[src/rtl/fifo_wr_arbiter_if.sv]
// Handshake bundle between the write requesters, the shared FIFO write port
// and the arbiter.
interface fifo_wr_arbiter_if #(
    parameter int NUM_REQ    = 4,
    parameter int DATA_WIDTH = 8
);
    localparam int ID_W = (NUM_REQ > 1) ? $clog2(NUM_REQ) : 1;

    logic [NUM_REQ-1:0]            req_valid;
    logic [NUM_REQ*DATA_WIDTH-1:0] req_data;
    logic [NUM_REQ-1:0]            req_ready;
    logic                          fifo_full;
    logic                          fifo_wr_en;
    logic [DATA_WIDTH-1:0]         fifo_wr_data;
    logic [ID_W-1:0]               grant_id;
    logic                          busy;

    // master drives requests and FIFO status; slave is the arbiter
    modport master (
        output req_valid, req_data, fifo_full,
        input  req_ready, fifo_wr_en, fifo_wr_data, grant_id, busy
    );

    modport slave (
        input  req_valid, req_data, fifo_full,
        output req_ready, fifo_wr_en, fifo_wr_data, grant_id, busy
    );
endinterface

[src/rtl/fifo_wr_arbiter.sv]
// Round-robin burst arbiter granting one of NUM_REQ requesters the shared
// FIFO write port for up to BURST_MAX accepted beats per grant.
module fifo_wr_arbiter #(
    parameter int NUM_REQ    = 4,
    parameter int DATA_WIDTH = 8,
    parameter int BURST_MAX  = 4
) (
    input  logic              aclk,
    input  logic              areset,
    fifo_wr_arbiter_if.slave  bus
);
    localparam int ID_W  = (NUM_REQ > 1) ? $clog2(NUM_REQ) : 1;
    localparam int CNT_W = $clog2(BURST_MAX + 1);

    typedef enum logic {IDLE, GRANT} state_t;

    state_t                 state;
    logic [ID_W-1:0]        rr_ptr;
    logic [ID_W-1:0]        grant_id_q;
    logic [CNT_W-1:0]       beat_cnt;
    logic [ID_W-1:0]        sel_idx;
    logic [ID_W-1:0]        cand;
    logic                   sel_found;
    logic                   holder_valid;
    logic                   accept;
    logic [ID_W-1:0]        next_ptr;
    logic [DATA_WIDTH-1:0]  slices [NUM_REQ];

    // Walk from the farthest candidate back to rr_ptr so the nearest valid one wins
    always_comb begin
        sel_found = 1'b0;
        sel_idx   = '0;
        cand      = '0;
        for (int k = NUM_REQ - 1; k >= 0; k--) begin
            cand = ID_W'((int'(rr_ptr) + k) % NUM_REQ);
            if (bus.req_valid[cand]) begin
                sel_found = 1'b1;
                sel_idx   = cand;
            end
        end
    end

    always_comb begin
        for (int i = 0; i < NUM_REQ; i++) begin
            slices[i] = bus.req_data[i*DATA_WIDTH +: DATA_WIDTH];
        end
    end

    assign holder_valid = bus.req_valid[grant_id_q];
    assign accept       = (state == GRANT) && holder_valid && !bus.fifo_full && !areset;
    assign next_ptr     = (grant_id_q == ID_W'(NUM_REQ - 1)) ? '0 : grant_id_q + 1'b1;

    always_comb begin
        bus.req_ready = '0;
        if (accept) begin
            bus.req_ready[grant_id_q] = 1'b1;
        end
    end

    assign bus.fifo_wr_en   = accept;
    assign bus.fifo_wr_data = slices[grant_id_q];
    assign bus.grant_id     = grant_id_q;
    assign bus.busy         = (state == GRANT) && !areset;

    // A full stall never ends a grant; only a completed burst or a drained requester does
    always_ff @(posedge aclk) begin
        if (areset) begin
            state      <= IDLE;
            rr_ptr     <= '0;
            grant_id_q <= '0;
            beat_cnt   <= '0;
        end else begin
            case (state)
                IDLE: begin
                    if (sel_found) begin
                        grant_id_q <= sel_idx;
                        beat_cnt   <= '0;
                        state      <= GRANT;
                    end
                end
                GRANT: begin
                    if (accept) begin
                        beat_cnt <= beat_cnt + 1'b1;
                        if (beat_cnt == CNT_W'(BURST_MAX - 1)) begin
                            state  <= IDLE;
                            rr_ptr <= next_ptr;
                        end
                    end else if (!holder_valid && !bus.fifo_full) begin
                        state  <= IDLE;
                        rr_ptr <= next_ptr;
                    end
                end
                default: state <= IDLE;
            endcase
        end
    end
endmodule
[src/flat_wrapper.sv]
// flat-port wrapper written by rule: the top's interface ports become plain ports
module fifo_wr_arbiter_flat 
#(
    parameter int NUM_REQ    = 4,
    parameter int DATA_WIDTH = 8,
    parameter int BURST_MAX  = 4
)
  (aclk, areset, bus_req_valid, bus_req_data, bus_fifo_full, bus_req_ready, bus_fifo_wr_en, bus_fifo_wr_data, bus_grant_id, bus_busy);
  fifo_wr_arbiter_if #(.NUM_REQ(NUM_REQ), .DATA_WIDTH(DATA_WIDTH)) bus_i ();
  input  logic aclk;
  input  logic areset;
  input wire logic [$bits(bus_i.req_valid)-1:0] bus_req_valid;
  input wire logic [$bits(bus_i.req_data)-1:0] bus_req_data;
  input wire logic [$bits(bus_i.fifo_full)-1:0] bus_fifo_full;
  output wire logic [$bits(bus_i.req_ready)-1:0] bus_req_ready;
  output wire logic [$bits(bus_i.fifo_wr_en)-1:0] bus_fifo_wr_en;
  output wire logic [$bits(bus_i.fifo_wr_data)-1:0] bus_fifo_wr_data;
  output wire logic [$bits(bus_i.grant_id)-1:0] bus_grant_id;
  output wire logic [$bits(bus_i.busy)-1:0] bus_busy;
  assign bus_i.req_valid = bus_req_valid;
  assign bus_i.req_data = bus_req_data;
  assign bus_i.fifo_full = bus_fifo_full;
  assign bus_req_ready = bus_i.req_ready;
  assign bus_fifo_wr_en = bus_i.fifo_wr_en;
  assign bus_fifo_wr_data = bus_i.fifo_wr_data;
  assign bus_grant_id = bus_i.grant_id;
  assign bus_busy = bus_i.busy;
  fifo_wr_arbiter #(.NUM_REQ(NUM_REQ), .DATA_WIDTH(DATA_WIDTH), .BURST_MAX(BURST_MAX)) u_core (.aclk(aclk), .areset(areset), .bus(bus_i));
endmodule
[config.mk]
export PLATFORM = sky130hd
export DESIGN_NAME = fifo_wr_arbiter_flat
export DESIGN_NICKNAME = d
export VERILOG_FILES = /design/src/rtl/fifo_wr_arbiter_if.sv /design/src/rtl/fifo_wr_arbiter.sv /design/src/flat_wrapper.sv
export SDC_FILE = /design/constraint.sdc
export NUM_CORES = 1
export LEC_CHECK = 0
export BUFFER_PORTS_ARGS = -buffer_cell sky130_fd_sc_hd__buf_2
export CAP_MARGIN = 20
export CORE_MARGIN = 10
export CORE_UTILIZATION = 36
export CTS_CLUSTER_SIZE = 20
export DETAILED_ROUTE_END_ITERATION = 12
export HOLD_SLACK_MARGIN = 0.15
export PLACE_DENSITY = 0.72
export SLEW_MARGIN = 20
export SYNTH_ARGS = -nofsm -noshare
export SYNTH_HDL_FRONTEND = slang
export SYNTH_SLANG_ARGS = --single-unit
[constraint.sdc]
create_clock -name aclk -period 2 [get_ports aclk]
set_clock_uncertainty 0.05 [all_clocks]
set_input_delay 0.2 -clock aclk [delete_from_list [all_inputs] [get_ports aclk]]
set_output_delay 0.2 -clock aclk [all_outputs]
set_load 0.03 [all_outputs]
==> Flow_metrics.wiki <==
{| class="wikitable"
! Metric !! Value
|-
| Run status || completed
|-
| Wire length of the first global-routing pass || between 4 and 5 mm
|-
| Drt pass-1 iters || 6
|-
| Reg power frac || 0.329
|-
| Via count of the first global-routing pass || 838
|-
| Top Ports || 55
|-
| Commonest cells after routing, fill and taps aside || buf_2 (54), mux4_2 (9), a21oi_1 (7), ha_1 (6), dfxtp_1 (6)
|-
| Critical path origin || u_core.bus.grant_id[1]
|-
| Setup TNS Final || 0 ps
|-
| Max IR drop VDD || 341 uV
|-
| Initial antenna violation count || 0
|-
| Sequential element share of the synthesized area || 0.204
|-
| Post-detailed-route via-to-cell ratio || ~5.3
|-
| Clk_lat worst skew || 250 ps
|-
| Sw frac || 0.356
|-
| Clock tree from TritonCTS || done
|-
| Sum of overflow across all layers after global routing || 0
|-
| Pin count of the biggest net entering global routing || 16
|-
| Flops & latches, synth || 8
|-
| Core utilization of the finished layout || 0.563
|-
| Commonest non-fill, non-tap cell in the layout || buf_2
|-
| Clock tree root buffer cell || clkbuf_4
|-
| CTS sink count || 8
|-
| P_leak || about 0.53 nW
|-
| Fin cells || 160
|-
| Crit path max fanout || 6
|-
| Worst Tran Pin Value || 721 ps
|-
| Kind of launch point of the worst setup path || register
|-
| Core area || 0.00202 mm^2
|-
| Net count of the finished layout || 180
|-
| Max-cap violations || 0
|-
| Global router's overall resource usage || 0.115
|-
| Final hold viol count || 0
|-
| Min Tclk post-route || around 1900 ps
|-
| Switching power total || approximately 190 uW
|-
| Placed cells || 155
|-
| Met3 routing resource usage after global routing || 0.0652
|-
| Min-Delay Startpoint || bus_fifo_full
|-
| Part of the cycle the worst path needs || 0.950
|-
| Die span in y || around 67 um
|-
| # rows || 16
|-
| Area of the die || around 0.0045 mm^2
|-
| Die W || roughly 67 um
|-
| Worst path slowest cell || mux4_2
|-
| Count of filler cells inserted in the layout || 183
|-
| Net count after synthesis || 120
|-
| Met2 track utilization from global routing || 0.184
|-
| Grt met1 use || 0.125
|-
| YS warnings || 0
|-
| Internal power || about 340 uW
|-
| Worst Setup Path Type || reg2out
|-
| Setup-failing EPs final || 0
|-
| Max Root-Sink Buffers || 2
|-
| Final hold slack || approximately 220 ps
|-
| Post-detailed-route DRC marker count || 0
|-
| Kind of end point of the critical path || output port
|-
| Inserted Diodes || 0
|-
| TritonCTS buffer count || 3
|-
| Area fraction of the dominant cell type after synthesis || 0.258
|-
| Pwr Total || ~530 uW
|-
| Gate power share || 0.448
|-
| Largest cells by area after synthesis || mux4_2 (26%), dfxtp_1 (20%), ha_1 (9.6%)
|-
| RD Place Congestion || roughly 0.83
|-
| Clock edge transition at the registers on the reported setup and hold paths || approximately 50 ps
|-
| Data required time at the worst endpoint || around 1800 ps
|-
| Min-Delay Path Class || in2reg
|-
| Proportion of layout cells with a drive suffix above 1 || 0.586
|-
| Syn-to-layout area delta || 44.7%
|-
| Ordered cell list for the critical path || mux4_2 > nand2b_4 > nor2_2 > and2_1 > buf_2
|-
| Count of buffers inserted at the top-level ports || 54
|-
| Part of the power in the clock network || 0.223
|-
| Initial Util || 0.389
|-
| Routed length per instance || 16.9 um
|-
| Fmax achieved || 526 MHz
|-
| Max Slew Vio Count || 0
|-
| Biggest cell delay along the critical path || roughly 550 ps
|-
| Most used routing layer in global routing || met2
|-
| Library cells used by synthesis || 27
|-
| Cell count after synthesis || between 70 and 80
|-
| Routed Antenna Nets || 0
|-
| Half-perimeter wire length of the detailed placement result || about 2.2 mm
|-
| Average size of a mapped cell || around 10 um^2
|-
| Initial DRC Count || 36
|-
| Area leader, netlist || mux4_2
|-
| Netlist Area Pre-Place || just under 800 um^2
|-
| Unrepaired setup endpoints after global routing || no
|-
| Arrival time of the worst setup path || ~1700 ps
|-
| Number of buffers inserted by hold repair at cts || 0
|-
| Power Density || roughly 470 mW/mm^2
|-
| Reg-to-reg critical path startpoint || u_core.beat_cnt[0]
|-
| Headroom to the max-slew limit || 0.514
|-
| Sum of routed wire length over all layers || around 2.7 mm
|-
| Number of levels in the clock H-tree || 1
|-
| Total number of vias || 841
|}
## power by group through the flow
stage | Combinational, mW | Clock, mW | Sequential [mW]
final | 0.239 | 0.119 | 0.176
after floorplan | 0.145 | 0 | 0.185
after detailed placement | 0.234 | 0 | 0.179
after global placement | 0.230 | 0 | 0.179
after global routing | 0.258 | 0.136 | 0.177
after CTS | 0.237 | 0.125 | 0.176
## what timing repair did
item / in CTS / in global routing
buffers inserted: 0 / 2
gates resized for setup: 0 / 2
hold endpoints to repair: 0 / 0
endpoints found under the setup margin: 0 / 4
## path summary, 6_finish.rpt
path,endpoint,slack (ps),depth (start not counted)
setup reg to reg,u_core.rr_ptr[1],460,6
hold / removal,u_core.beat_cnt[1],220,3
hold reg to reg,u_core.beat_cnt[0],420,1
setup / recovery,bus_req_ready[0],100,5
## metrics by stage
| stage | worst slack, ps | cell area (um^2) |
|---|---|---|
| finish | 99.5 | 1140 |
| detailed placement | 328 | 1090 |
| global placement | 360 | 1090 |
| global route | 9.92 | 1140 |
| floorplan | 52.2 | 787 |
| CTS | 53.8 | 1120 |
## layer usage
metal	up-vias	part of all wire
met5	-	0
met4	0	0.0030
met3	2	0.16
met2	60	0.41
met1	373	0.43
li1	406	-
## layout make-up
class / count / area (um^2) / share of cell area
repair buffers: 58 / 300 / 0.264
clock buffers: 3 / 22.5 / 0.0198
multi-input cells: 59 / 599 / 0.527
well taps: 27 / 33.8 / 0.0297
flip-flops and latches: 8 / 163 / 0.143
inverters: 5 / 18.8 / 0.0165
## sequential cells by signal, indices dropped and copies added, names as in the netlist
signal	count
u_core.beat_cnt	3
u_core.bus.grant_id	2
u_core.rr_ptr	2
u_core.state	1
## worst max-delay path, delay by kind of cell (launching register included)
kind	cells	cell delay (ps)
buffers and inverters	1	170
muxes	1	550
DFF	1	340
and+or+nand+nor	3	350
## synthesized netlist by cell type
library cell,n
o31ai_1,3
a221oi_4,1
mux4_2,9
dfxtp_1,8
ha_1,6
o41ai_2,1
or4_1,1
clkbuf_1,1
nand2b_2,1
inv_1,5
nor2_1,5
buf_1,1
o221ai_1,1
nand4b_1,3
nand2b_1,2
and2_1,4
a221o_1,1
nor2b_1,1
buf_2,1
nand2_1,5
nand3_1,1
mux2i_1,2
nor2_2,1
a21oi_1,7
mux2_4,2
o21a_1,1
nor3_1,1
## logic make-up (layout without fill, tap and decap cells)
kind of cell | Yosys count | in the layout | synth area share
and+or+nand+nor | 25 | 25 | 0.178
muxes | 13 | 13 | 0.322
buffers and inverters | 8 | 66 | 0.0398
AOI/OAI and AO/OA | 15 | 15 | 0.161
adders and majority gates | 6 | 6 | 0.0955
DFF | 8 | 8 | 0.204
Power figures use the tool's default switching activity.
